--- src/rtl/cache_mem_arbiter_pkg.sv ---
// Shared types for the cache-to-memory arbiter: RAM status, grant FSM states, data words.
// Pure declarations; no latency and no backpressure of its own.
package cache_mem_arbiter_pkg;

    localparam int WORD_W = 32;

    typedef logic [WORD_W-1:0] word_t;

    typedef enum logic [1:0] {
        FREE   = 2'd0,
        BUSY   = 2'd1,
        ACCESS = 2'd2,
        ERROR  = 2'd3
    } ramstate_t;

    typedef enum logic [1:0] {
        IDLE   = 2'd0,
        IGRANT = 2'd1,
        DGRANT = 2'd2
    } arb_state_t;

endpackage

--- src/rtl/cache_mem_arbiter.sv ---
// Shares one single-port RAM between icache and dcache with dcache priority and bounded icache starvation.
// Latency: at least 2 cycles from request to wait low; one IDLE bubble between grants; RAM stalls via ramstate.
module cache_mem_arbiter
    import cache_mem_arbiter_pkg::*;
#(
    parameter int ADDR_W     = 32,
    parameter int DATA_W     = 32,
    parameter int STARVE_MAX = 4
) (
    input  logic              CLK,
    input  logic              nRST,
    input  logic              iREN,
    input  logic [ADDR_W-1:0] iaddr,
    output logic              iwait,
    output logic [DATA_W-1:0] iload,
    input  logic              dREN,
    input  logic              dWEN,
    input  logic [ADDR_W-1:0] daddr,
    input  logic [DATA_W-1:0] dstore,
    output logic              dwait,
    output logic [DATA_W-1:0] dload,
    output logic              ramREN,
    output logic              ramWEN,
    output logic [ADDR_W-1:0] ramaddr,
    output logic [DATA_W-1:0] ramstore,
    input  logic [DATA_W-1:0] ramload,
    input  logic [1:0]        ramstate,
    output logic              ram_err
);

    localparam int              CNT_W   = $clog2(STARVE_MAX + 1);
    localparam logic [CNT_W-1:0] CNT_MAX = CNT_W'(STARVE_MAX);

    arb_state_t       state_q, state_d;
    logic [CNT_W-1:0] starve_cnt_q, starve_cnt_d;
    logic             ram_err_q, ram_err_d;
    ramstate_t        rs;
    logic             dreq;

    assign rs      = ramstate_t'(ramstate);
    assign dreq    = dREN | dWEN;
    assign ram_err = ram_err_q;

    always_ff @(posedge CLK or negedge nRST) begin
        if (!nRST) begin
            state_q      <= IDLE;
            starve_cnt_q <= '0;
            ram_err_q    <= 1'b0;
        end else begin
            state_q      <= state_d;
            starve_cnt_q <= starve_cnt_d;
            ram_err_q    <= ram_err_d;
        end
    end

    always_comb begin
        state_d      = state_q;
        starve_cnt_d = starve_cnt_q;
        ram_err_d    = ram_err_q;
        iwait        = 1'b1;
        dwait        = 1'b1;
        iload        = '0;
        dload        = '0;
        ramREN       = 1'b0;
        ramWEN       = 1'b0;
        ramaddr      = '0;
        ramstore     = '0;

        case (state_q)
            IDLE: begin
                // dcache wins unless icache has already lost STARVE_MAX times in a row
                if (dreq && (starve_cnt_q < CNT_MAX || !iREN)) begin
                    state_d = DGRANT;
                    if (iREN && starve_cnt_q != CNT_MAX) begin
                        starve_cnt_d = starve_cnt_q + 1'b1;
                    end
                end else if (iREN) begin
                    state_d      = IGRANT;
                    starve_cnt_d = '0;
                end
            end

            DGRANT: begin
                // simultaneous dREN/dWEN is treated as a write
                ramREN   = dREN & ~dWEN;
                ramWEN   = dWEN;
                ramaddr  = daddr;
                ramstore = dstore;
                if (rs == ERROR) begin
                    ram_err_d = 1'b1;
                end
                if (!dreq) begin
                    state_d = IDLE;
                end else if (rs == ACCESS) begin
                    dwait   = 1'b0;
                    dload   = ramload;
                    state_d = IDLE;
                end
            end

            IGRANT: begin
                ramREN  = iREN;
                ramaddr = iaddr;
                if (rs == ERROR) begin
                    ram_err_d = 1'b1;
                end
                if (!iREN) begin
                    state_d = IDLE;
                end else if (rs == ACCESS) begin
                    iwait   = 1'b0;
                    iload   = ramload;
                    state_d = IDLE;
                end
            end

            default: begin
                state_d = IDLE;
            end
        endcase
    end

endmodule
--- config.mk ---
export PLATFORM = sky130hd
export DESIGN_NAME = cache_mem_arbiter
export DESIGN_NICKNAME = d
export VERILOG_FILES = /design/src/rtl/cache_mem_arbiter_pkg.sv /design/src/rtl/cache_mem_arbiter.sv
export SDC_FILE = /design/constraint.sdc
export NUM_CORES = 1
export LEC_CHECK = 0
export CORE_AREA = 2 2 105 107
export DETAILED_ROUTE_END_ITERATION = 10
export DIE_AREA = 0 0 107 109
export PLACE_DENSITY = 0.63
export SLEW_MARGIN = 30
export SYNTH_ARGS = -nofsm -noshare
export SYNTH_HDL_FRONTEND = slang
export SYNTH_SLANG_ARGS = --single-unit
--- constraint.sdc ---
create_clock -name CLK -period 2.1 [get_ports CLK]
set_clock_uncertainty 0.05 [all_clocks]
set_input_delay 0.525 -clock CLK [delete_from_list [all_inputs] [get_ports CLK]]
set_output_delay 0.525 -clock CLK [all_outputs]
set_load 0.05 [all_outputs]
==> impl_results.html <==
<table>
<tr><th>Metric</th><th>Value</th></tr>
<tr><th colspan="2">Worst setup path</th></tr>
<tr><td>Critical path start-end classification</td><td>reg2out</td></tr>
<tr><td>Worst endpoint data arrival time</td><td>1.68 ns</td></tr>
<tr><td>Chain of cells forming the critical path</td><td>buf_6, ha_4, o21ai_4, nor2_4, buf_6, clkbuf_16, and2_4, buf_12</td></tr>
<tr><td>Worst setup SP type</td><td>flop</td></tr>
<tr><td>Setup crit end kind</td><td>output port</td></tr>
<tr><td>Required time at the endpoint of the critical path</td><td>1.52 ns</td></tr>
<tr><td>Cell type of the slowest stage on the worst timing path</td><td>dfrtp_1</td></tr>
<tr><td>Largest stage delay on the critical path</td><td>0.41 ns</td></tr>
<tr><td>Most frequent cell on the critical path</td><td>buf_6</td></tr>
<tr><td>Worst Path Max Fanout</td><td>7</td></tr>
<tr><th colspan="2">STA</th></tr>
<tr><td>Peak clock frequency supported by timing</td><td>443 MHz</td></tr>
<tr><td>Setup repair after global routing missed its margin</td><td>yes</td></tr>
<tr><td>Transition time at the pin with the least slew margin</td><td>0.503 ns</td></tr>
<tr><td>Final worst path period need</td><td>2.26 ns</td></tr>
<tr><td>Final count of hold timing violations</td><td>0</td></tr>
<tr><td>Pins over their slew limit</td><td>0</td></tr>
<tr><td>Final hold slack</td><td>0.421 ns</td></tr>
<tr><td>Portion of the clock cycle consumed by the worst path in the final layout</td><td>107%</td></tr>
<tr><td>Count of endpoints failing setup in the final report</td><td>97</td></tr>
<tr><td>Final Worst Setup Slack</td><td>-0.157 ns</td></tr>
<tr><td>Relative slew slack</td><td>66.3%</td></tr>
<tr><th colspan="2">Logic synthesis</th></tr>
<tr><td>Average footprint of a synthesized cell</td><td>7.05 um2</td></tr>
<tr><td>Mapped Cells</td><td>226</td></tr>
<tr><td>Post-synthesis instance area</td><td>0.00159 mm2</td></tr>
<tr><td>Post-Synthesis Net Count</td><td>367</td></tr>
<tr><td>Primary FF master, synth</td><td>dfrtp_1</td></tr>
<tr><td>Number of enable flip-flop cells after synthesis</td><td>0</td></tr>
<tr><td>Sequential-to-total area share from yosys stat</td><td>9.42%</td></tr>
<tr><td>Async S/R FF share, synth</td><td>100%</td></tr>
<tr><td>Synthesis Warnings</td><td>0</td></tr>
<tr><td>Number of synthesized register bits</td><td>6</td></tr>
<tr><td>Distinct cell type count after synthesis</td><td>29</td></tr>
<tr><th colspan="2">CTS</th></tr>
<tr><td>Count of clock tree sinks</td><td>6</td></tr>
<tr><td>Latest clock arrival within the worst-skew pair</td><td>0.22 ns</td></tr>
<tr><td>Maximum count of clock buffers along a single path</td><td>2</td></tr>
<tr><td>CTS buffer count</td><td>3</td></tr>
<tr><td>Clock transition time at the flip-flop clock pins of the worst setup and hold paths</td><td>0.04 ns</td></tr>
<tr><td>Root cell of the clock tree</td><td>clkbuf_8</td></tr>
<tr><td>Maximum level of the CTS H-tree</td><td>1</td></tr>
<tr><td>TritonCTS clock tree</td><td>built</td></tr>
<tr><th colspan="2">Job</th></tr>
<tr><td>Total of max-cap violations</td><td>0</td></tr>
<tr><th colspan="2">Run status</th></tr>
<tr><td>Result of the run</td><td>finished, violations left</td></tr>
<tr><td>Violated checks</td><td>negative setup slack</td></tr>
<tr><th colspan="2">Global route</th></tr>
<tr><td>Vias in the first global route</td><td>2943</td></tr>
<tr><td>GRT Resource Usage Total</td><td>16.8%</td></tr>
<tr><td>Global route total overflow</td><td>0</td></tr>
<tr><td>Wire length of the first global-routing pass</td><td>15600 um</td></tr>
<tr><td>Pin count of the biggest net entering global routing</td><td>41</td></tr>
<tr><td>Number of antenna violations at the first check in global routing</td><td>0</td></tr>
<tr><th colspan="2">Power</th></tr>
<tr><td>Worst voltage drop across the vdd grid</td><td>0.000692 V</td></tr>
<tr><td>Total power density per cell area</td><td>1040 mW/mm2</td></tr>
<tr><td>Leakage</td><td>2.70 nW</td></tr>
<tr><th colspan="2">Layout</th></tr>
<tr><td>Ant. Diodes</td><td>0</td></tr>
<tr><td>Fraction of final layout cells with drive strength greater than 1</td><td>59.6%</td></tr>
<tr><td>Non-Filler Instances</td><td>648</td></tr>
<tr><td>Number of nets in the finished design</td><td>651</td></tr>
<tr><td>Layout overhead on the synthesized area</td><td>314%</td></tr>
<tr><th colspan="2">Place</th></tr>
<tr><td>Dpl cells</td><td>631</td></tr>
<tr><td>Placed wire-length estimate</td><td>8540 um</td></tr>
<tr><td>Final estimated routing congestion in global placement</td><td>0.787</td></tr>
<tr><td>Number of input and output port buffers inserted</td><td>267</td></tr>
<tr><th colspan="2">Route</th></tr>
<tr><td>Detailed-routing iteration count for the pre-antenna-repair pass</td><td>3</td></tr>
<tr><td>Count of antenna-violating nets left after detailed routing</td><td>0</td></tr>
<tr><td>1st-iter DRT viols</td><td>45</td></tr>
<tr><td>Total wire length</td><td>10400 um</td></tr>
<tr><td>Vias post-DR</td><td>2750</td></tr>
<tr><td>Avg Vias per Cell</td><td>4.24</td></tr>
<tr><td>Drt drc</td><td>0</td></tr>
<tr><td>Wire length per cell</td><td>16.1 um</td></tr>
<tr><th colspan="2">Floorplan</th></tr>
<tr><td>X dimension of the die</td><td>107 um</td></tr>
<tr><td>Std cell rows</td><td>38</td></tr>
<tr><td>Number of ports placed on the die boundary</td><td>268</td></tr>
<tr><td>Core Box Area</td><td>0.0106 mm2</td></tr>
<tr><td>Chip height</td><td>109 um</td></tr>
<tr><td>Effective utilization at floorplan</td><td>15.0%</td></tr>
<tr><td>Overall die area</td><td>0.0117 mm2</td></tr>
<tr><th colspan="2">Worst hold path</th></tr>
<tr><td>Kind of path behind the tightest hold check</td><td>reg2reg</td></tr>
</table>
-- layout make-up --
class / count / area (um2)
fill: 836 / 4000
clock buffer: 3 / 41.3
tap: 140 / 175
inverter: 9 / 33.8
sequential: 6 / 150
timing repair buffer: 299 / 4340
multi-input combinational: 191 / 1850
-- registers in the layout, summed over array words and instances, names as in the netlist --
name / flops
state_q: 2
ram_err: 1
starve_cnt_q: 3
-- final timing paths --
| kind | from | end | slack (ns) | cells past startpoint |
|---|---|---|---|---|
| worst max register to register | state_q[1] | state_q[1] | 0.46 | 5 |
| max in group asynchronous | nRST | starve_cnt_q[2] | 1.31 | 1 |
| worst min-delay path | ram_err | ram_err | 0.42 | 1 |
| worst max-delay path | state_q[1] | dload[18] | -0.16 | 8 |
| min in group asynchronous | nRST | ram_err | 0.48 | 1 |
| worst min register to register | ram_err | ram_err | 0.42 | 1 |
-- repair_timing --
action                                  CTS  global route
cloned                                    3             1
gates resized for setup                 107            17
hold buffers                              0             0
buffers inserted                         11             3
endpoints found under the setup margin  108           132
pin swaps                                17            10
-- cell usage after synthesis (all sizes together), types with 2 or more instances --
| library cell | count | share of area (%) |
|---|---|---|
| nor2b | 32 | 13 |
| and2 | 97 | 38 |
| inv | 9 | 2.1 |
| a22oi | 32 | 15 |
| a21o | 2 | 0.94 |
| ha | 6 | 4.7 |
| buf | 12 | 4.4 |
| nand2 | 4 | 1.1 |
| dfrtp | 6 | 9.4 |
| nor2 | 3 | 1.6 |
| clkbuf | 8 | 1.9 |
-- per-stage QoR --
stage                     TNS (ns)  util (%)  setup slack, ns  total power [mW]  cell area, um2
after floorplan             -0.151         -          -0.0721              3.33            1780
after global placement      -19.00      56.9           -0.341              6.19            6030
after detailed placement    -20.18      56.9           -0.363              6.26            6030
after CTS                   -12.14      61.8           -0.183              6.79            6560
after global routing        -15.36      62.2           -0.208              7.13            6600
final                        -8.51      62.2           -0.157              6.84            6600
-- report_power, final --
group          leakage (nW)  switching (mW)  internal, mW  total [mW]
clock network        0.0216          0.0490         0.123       0.172
registers            0.0734          0.0454         0.156       0.201
logic                  2.61            3.23          3.24        6.46
total                  2.70            3.32          3.51        6.84
-- kinds of logic (layout without fill, tap and decap cells) --
family | Yosys count | count (layout) | share of synthesized area [%]
AND/OR/NAND/NOR | 142 | 142 | 56.0
AO/OA/AOI/OAI | 43 | 43 | 21.5
flip-flops | 6 | 6 | 9.42
buffers and inverters | 29 | 311 | 8.40
adder cells (fa/ha/maj) | 6 | 6 | 4.71
-- worst max-delay path, delay by kind of cell, from the launching register on --
| kind | cells | cell delay, ns |
|---|---|---|
| adders and majority gates | 1 | 0.17 |
| buffers and inverters | 4 | 0.54 |
| and+or+nand+nor | 2 | 0.25 |
| DFF | 1 | 0.41 |
| AOI/OAI and AO/OA | 1 | 0.08 |
-- cell usage in the layout (no fill, tap or decap), drive strengths merged, types with 2 or more instances in the layout --
| master | instances |
|---|---|
| buf | 163 |
| clkdlybuf4s50 | 130 |
| and2 | 97 |
| nor2b | 32 |
| a22oi | 32 |
| inv | 9 |
| dfrtp | 6 |
| ha | 6 |
| dlygate4sd2 | 5 |
| nand2 | 4 |
| clkbuf | 4 |
| nor2 | 3 |
| a21o | 2 |
-- layer usage --
layer / vias to the layer above / global-route usage, % / wire (um)
met2: 165 / 34.7 / 5890
met1: 1259 / 16.5 / 3450
met3: 7 / 4.84 / 1010
met5: - / 0 / 0
li1: 1319 / - / -
met4: 0 / 2.88 / 80
(Power assumes the default switching activity.)
